### src/rtl/capture_fifo_if.sv
// capture_fifo_if: capture/readback bus between the result source, the reader and capture_fifo.
interface capture_fifo_if #(parameter int WIDTH = 8, parameter int DEPTH = 8);
  logic [WIDTH-1:0]         sample_in;
  logic                     sample_en;
  logic                     every_cycle;
  logic                     clear;
  logic                     rd_en;
  logic [WIDTH-1:0]         rd_data;
  logic                     rd_valid;
  logic [$clog2(DEPTH):0]   count;
  logic                     full;
  logic                     overflow;
  logic [WIDTH-1:0]         min_val;
  logic [WIDTH-1:0]         max_val;
  modport master (
    output sample_in, sample_en, every_cycle, clear, rd_en,
    input  rd_data, rd_valid, count, full, overflow, min_val, max_val
  );
  modport slave (
    input  sample_in, sample_en, every_cycle, clear, rd_en,
    output rd_data, rd_valid, count, full, overflow, min_val, max_val
  );
endinterface

### src/rtl/capture_fifo.sv
// capture_fifo: buffers result-bus samples (every cycle or on change) with sticky overflow and running min/max.
module capture_fifo #(
  parameter int WIDTH = 8,
  parameter int DEPTH = 8
) (
  input logic           clk,
  input logic           rst,
  capture_fifo_if.slave bus
);
  localparam int AW = $clog2(DEPTH);
  localparam int CW = AW + 1;
  logic [WIDTH-1:0] mem [DEPTH];
  logic [AW-1:0]    wp, rp;
  logic [CW-1:0]    cnt;
  logic [WIDTH-1:0] last, mn, mx;
  logic             first_pend, ovf, empty, pop, cap, wr;
  assign empty        = cnt == '0;
  assign bus.full     = cnt == CW'(DEPTH);
  assign bus.rd_valid = !empty;
  assign bus.count    = cnt;
  assign bus.rd_data  = mem[rp];
  assign bus.overflow = ovf;
  assign bus.min_val  = mn;
  assign bus.max_val  = mx;
  assign pop = bus.rd_en & !empty;
  assign cap = bus.sample_en & (bus.every_cycle | first_pend | (bus.sample_in != last));
  // a pop in the same cycle frees the slot a full buffer needs
  assign wr  = cap & (!bus.full | pop);
  always_ff @(posedge clk)
    if (wr && !bus.clear) mem[wp] <= bus.sample_in;
  always_ff @(posedge clk or posedge rst)
    if (rst) begin
      wp         <= '0;
      rp         <= '0;
      cnt        <= '0;
      ovf        <= 1'b0;
      mn         <= '1;
      mx         <= '0;
      last       <= '0;
      first_pend <= 1'b1;
    end else begin
      if (bus.sample_en) last <= bus.sample_in;
      if (bus.clear) begin
        wp         <= '0;
        rp         <= '0;
        cnt        <= '0;
        ovf        <= 1'b0;
        mn         <= '1;
        mx         <= '0;
        first_pend <= 1'b1;
      end else begin
        first_pend <= !bus.sample_en;
        if (pop) rp <= rp + 1'b1;
        if (wr) wp <= wp + 1'b1;
        cnt <= cnt + CW'(wr) - CW'(pop);
        if (cap && !wr) ovf <= 1'b1;
        if (wr && bus.sample_in < mn) mn <= bus.sample_in;
        if (wr && bus.sample_in > mx) mx <= bus.sample_in;
      end
    end
endmodule
### src/flat_wrapper.sv
// flat-port wrapper written by rule: the top's interface ports become plain ports
module capture_fifo_flat 
#(
  parameter int WIDTH = 8,
  parameter int DEPTH = 8
)
  (clk, rst, bus_sample_in, bus_sample_en, bus_every_cycle, bus_clear, bus_rd_en, bus_rd_data, bus_rd_valid, bus_count, bus_full, bus_overflow, bus_min_val, bus_max_val);
  capture_fifo_if #(.WIDTH(WIDTH), .DEPTH(DEPTH)) bus_i ();
  input logic clk;
  input logic rst;
  input wire logic [$bits(bus_i.sample_in)-1:0] bus_sample_in;
  input wire logic [$bits(bus_i.sample_en)-1:0] bus_sample_en;
  input wire logic [$bits(bus_i.every_cycle)-1:0] bus_every_cycle;
  input wire logic [$bits(bus_i.clear)-1:0] bus_clear;
  input wire logic [$bits(bus_i.rd_en)-1:0] bus_rd_en;
  output wire logic [$bits(bus_i.rd_data)-1:0] bus_rd_data;
  output wire logic [$bits(bus_i.rd_valid)-1:0] bus_rd_valid;
  output wire logic [$bits(bus_i.count)-1:0] bus_count;
  output wire logic [$bits(bus_i.full)-1:0] bus_full;
  output wire logic [$bits(bus_i.overflow)-1:0] bus_overflow;
  output wire logic [$bits(bus_i.min_val)-1:0] bus_min_val;
  output wire logic [$bits(bus_i.max_val)-1:0] bus_max_val;
  assign bus_i.sample_in = bus_sample_in;
  assign bus_i.sample_en = bus_sample_en;
  assign bus_i.every_cycle = bus_every_cycle;
  assign bus_i.clear = bus_clear;
  assign bus_i.rd_en = bus_rd_en;
  assign bus_rd_data = bus_i.rd_data;
  assign bus_rd_valid = bus_i.rd_valid;
  assign bus_count = bus_i.count;
  assign bus_full = bus_i.full;
  assign bus_overflow = bus_i.overflow;
  assign bus_min_val = bus_i.min_val;
  assign bus_max_val = bus_i.max_val;
  capture_fifo #(.WIDTH(WIDTH), .DEPTH(DEPTH)) u_core (.clk(clk), .rst(rst), .bus(bus_i));
endmodule
### config.mk
export PLATFORM = sky130hd
export DESIGN_NAME = capture_fifo_flat
export DESIGN_NICKNAME = d
export VERILOG_FILES = /design/src/rtl/capture_fifo_if.sv /design/src/rtl/capture_fifo.sv /design/src/flat_wrapper.sv
export SDC_FILE = /design/constraint.sdc
export NUM_CORES = 1
export LEC_CHECK = 0
export ABC_AREA = 1
export CAP_MARGIN = 20
export CELL_PAD_IN_SITES_DETAIL_PLACEMENT = 1
export CELL_PAD_IN_SITES_GLOBAL_PLACEMENT = 2
export CORE_ASPECT_RATIO = 0.5
export CORE_UTILIZATION = 36
export DETAILED_ROUTE_END_ITERATION = 8
export GPL_ROUTABILITY_DRIVEN = 0
export PLACE_DENSITY_LB_ADDON = 0.1
export SKIP_CTS_REPAIR_TIMING = 1
export SYNTH_ARGS = -nofsm -noshare
export SYNTH_HDL_FRONTEND = slang
export SYNTH_SLANG_ARGS = --single-unit
### constraint.sdc
create_clock -name clk -period 2.8 [get_ports clk]
set_input_delay 0.42 -clock clk [delete_from_list [all_inputs] [get_ports clk]]
set_output_delay 0.42 -clock clk [all_outputs]
set_load 0.05 [all_outputs]
==> reports/metrics.yaml, run 1 <==
detail_route.first_pass.iterations: 6
synth_flop_cell: "sky130_fd_sc_hd__edfxtp_1"
worstPathCellList: "inv_1 -> buf_4 -> o21ai_0 -> a31oi_1 -> buf_12"
clock_tree.htree_level_count: 3
start_util: 0.377
grt_setup_unrepaired: "no"
grt_pass1_vias: 3896
finalMaxSlewViolations: 0
data_arrival_time_of_the_critical_path_ns: 2.11
synth-async-reset-ratio: 0.360
setup_viol: 0
chipHeight_um: 84.2
timing_hold_violations_final: 0
power_per_cell_area_mw_per_mm2: 850
timing.critical_path.slowest_stage_cell: "sky130_fd_sc_hd__inv_1"
instances_no_fill: 762
synth_warnings: 0
clk_path_buf_depth: 2
crit_path_time_final_ns: 2.53
outcome: "finished with violations"
clk_latency_ns: 0.36
finalClockSkew_ns: 0.00875
detail_route.drc_violations: 1
hpwlAfterDp_mm: 9.46
ioPinCount: 45
cts.sinks: 100
layout.cells.most_common: "sky130_fd_sc_hd__nand2_1"
ir_drop_uv: 352
slew_headroom: 0.625
syn2layout_area_growth_pct: 24.5
grt.overflow.total: 0
syn_avg_cell_area_um2: 9.51
synth_enable_flop_cells: 64
place_inst: 746
cts_tree: "done"
violations_in_the_final_reports: "design-rule violations"
yosys.area.top_type_share: 0.395
worst_slew_pin_slew_ns: 0.559
grt_antenna_before_repair: 0
grt_pass1_wl_mm: 21.8
crit_path_max_fanout: 19
nets: 625
postRouteAntennaNets: 0
die_width_um: 166
routedWlPerCell_um: 17.6
mostFrequentLayoutCells: "sky130_fd_sc_hd__nand2_1, sky130_fd_sc_hd__nor2_1, sky130_fd_sc_hd__edfxtp_1"
route.detailed.vias_per_inst: 4.92
mappedNetlistNets: 550
timing.critical_path.slowest_cell_delay_ns: 0.42
kind_of_cell_adding_the_most_delay_to_the_critical_path: "buffers and inverters"
clock_buffers_created_by_tritoncts: 9
postRouteWirelength_mm: 13.4
drive_above_1_share: 0.139
power.static_leakage_uw: 0.00267
floorplan.die_area_mm2: 0.0140
crit_path_end_kind: "output pin"
synthTopCellsByArea: "sky130_fd_sc_hd__edfxtp_1, sky130_fd_sc_hd__dfrtp_1, sky130_fd_sc_hd__nand2_1"
critical_path.n_buffers_inverters: 3
synthesis.instances: 512
critical_path_required_ns: 2.38
placement.io_buffers: 44
synth_area_mm2: 0.00487
synth.lib_cells_used.distinct: 31
detailroute.via_count: 3748
ys_seq_area_frac: 0.582
start_kind: "register"
finalCritPeriodShare: 0.904
timing.setup.critical_path_class: "register to output pin"
ctsRootBufferMaster: "sky130_fd_sc_hd__clkbuf_16"
synth.ff_latch_count: 100
core_area_mm2: 0.0129
max_freq_ghz: 0.395
grt.total_usage: 0.209
grt_start_max_net_pins: 37
hold_class: "input port to async pin"
timing.setup.tns_ns: 0
path_clk_slew_ns: 0.07
antenna-diode-count: 0
maxCapViolCount: 0
placement_rows: 29
drt_first_iter_violations: 137
finalHoldWorstSlack_ns: 0.488
yosysTopAreaCell: "sky130_fd_sc_hd__edfxtp_1"
-- cells by family (layout without fill, tap and decap cells) --
| family | count (synthesis) | after routing | synth area share |
|---|---|---|---|
| adders and majority gates | 24 | 24 | 0.0632 |
| AOI/OAI and AO/OA | 75 | 75 | 0.0845 |
| DFF | 100 | 100 | 0.582 |
| xor gates and xnor gates | 4 | 4 | 0.00720 |
| buffers and inverters | 77 | 157 | 0.0622 |
| and+or+nand+nor | 232 | 232 | 0.201 |
-- registers in the layout (all words and copies together) (netlist names) --
name	cells
u_core.mem	64
u_core.bus.max_val	8
u_core.bus.min_val	8
u_core.last	8
u_core.bus.count	4
u_core.rp	3
u_core.wp	3
u_core.bus.overflow	1
u_core.first_pend	1
-- final timing paths --
kind | startpoint | end | slack [ns] | depth (start not counted)
max | u_core.rp[0] | bus_rd_data[4] | 0.27 | 5
min | rst | u_core.bus.max_val[0] | 0.49 | 3
max reg2reg | u_core.bus.count[2] | u_core.bus.count[2] | 0.56 | 11
min reg2reg | u_core.bus.overflow | u_core.bus.overflow | 0.50 | 1
max in group asynchronous | rst | u_core.first_pend | 1.93 | 3
min in group clk | u_core.bus.overflow | u_core.bus.overflow | 0.50 | 1
-- where the power goes --
group / switching (uW) / internal, uW / total, uW
Sequential: 99.2 / 1740 / 1840
Combinational: 1350 / 740 / 2090
Clock: 601 / 623 / 1220
Total: 2050 / 3100 / 5150
-- cell type report --
| type | count | area [um2] |
|---|---|---|
| clock inverter | 6 | 56.3 |
| multi-input combinational | 335 | 1740 |
| timing repair buffer | 79 | 758 |
| tap | 170 | 213 |
| fill | 1471 | 6860 |
| clock buffer | 10 | 229 |
| inverter | 62 | 233 |
| sequential | 100 | 2830 |
-- synth_stat cells, types with 4 or more instances --
master / n
sky130_fd_sc_hd__ha_1: 23
sky130_fd_sc_hd__clkbuf_1: 9
sky130_fd_sc_hd__a31oi_1: 8
sky130_fd_sc_hd__nand3_2: 4
sky130_fd_sc_hd__nand2_1: 92
sky130_fd_sc_hd__edfxtp_1: 64
sky130_fd_sc_hd__nor2_1: 87
sky130_fd_sc_hd__nand3_1: 41
sky130_fd_sc_hd__inv_1: 55
sky130_fd_sc_hd__dfrtp_1: 27
sky130_fd_sc_hd__buf_2: 5
sky130_fd_sc_hd__inv_2: 5
sky130_fd_sc_hd__dfstp_2: 9
sky130_fd_sc_hd__o21ai_0: 44
sky130_fd_sc_hd__a21oi_1: 9
sky130_fd_sc_hd__o22ai_1: 8
-- routing by layer --
layer / track usage / routed length, um / vias up / part of all wire
li1: - / - / 1858 / -
met1: 0.281 / 6640 / 1827 / 0.49
met2: 0.346 / 6220 / 49 / 0.46
met3: 0.0391 / 382 / 14 / 0.028
met4: 0.0648 / 184 / 0 / 0.014
met5: 0 / 0 / - / 0
-- worst reg2reg max path, stage by stage, from the launching register on --
cell	delay [ns]
sky130_fd_sc_hd__dfrtp_1	0.39
sky130_fd_sc_hd__inv_1	0.10
sky130_fd_sc_hd__ha_1	0.18
sky130_fd_sc_hd__nand3_2	0.08
sky130_fd_sc_hd__nand2_1	0.12
sky130_fd_sc_hd__inv_1	0.11
sky130_fd_sc_hd__ha_1	0.28
sky130_fd_sc_hd__inv_1	0.04
sky130_fd_sc_hd__ha_1	0.21
sky130_fd_sc_hd__fa_1	0.38
sky130_fd_sc_hd__xnor2_1	0.16
sky130_fd_sc_hd__nor2_1	0.05
-- stage by stage --
step | power [uW] | util | setup WS, ns | instance area (um2)
global placement | 3960 | 0.447 | 0.181 | 5780
global route | 5470 | 0.469 | 0.0543 | 6060
floorplan | 3210 | - | 0.171 | 4880
detailed placement | 3990 | 0.447 | 0.0961 | 5780
CTS | 5230 | 0.469 | 0.242 | 6060
finish | 5150 | 0.469 | 0.269 | 6060
Power figures use the tool's default switching activity.
==> inputs of run 2 (changes only) <==
--- a/config.mk
+++ b/config.mk
@@ -6,7 +6,7 @@
 export NUM_CORES = 1
 export LEC_CHECK = 0
 export ABC_AREA = 1
-export CAP_MARGIN = 20
+export CAP_MARGIN = 30
 export CELL_PAD_IN_SITES_DETAIL_PLACEMENT = 1
 export CELL_PAD_IN_SITES_GLOBAL_PLACEMENT = 2
 export CORE_ASPECT_RATIO = 0.5
==> results of run 2 <==
Same layout as run 1: the final DEF is identical, and so are final timing and power.
==> inputs of run 3 (changes only) <==
--- a/config.mk
+++ b/config.mk
@@ -11,6 +11,7 @@
 export CELL_PAD_IN_SITES_GLOBAL_PLACEMENT = 2
 export CORE_ASPECT_RATIO = 0.5
 export CORE_UTILIZATION = 36
+export CTS_CLUSTER_DIAMETER = 40
 export DETAILED_ROUTE_END_ITERATION = 8
 export GPL_ROUTABILITY_DRIVEN = 0
 export PLACE_DENSITY_LB_ADDON = 0.1
==> results of run 3 <==
Same layout as run 1: the final DEF is identical, and so are final timing and power.
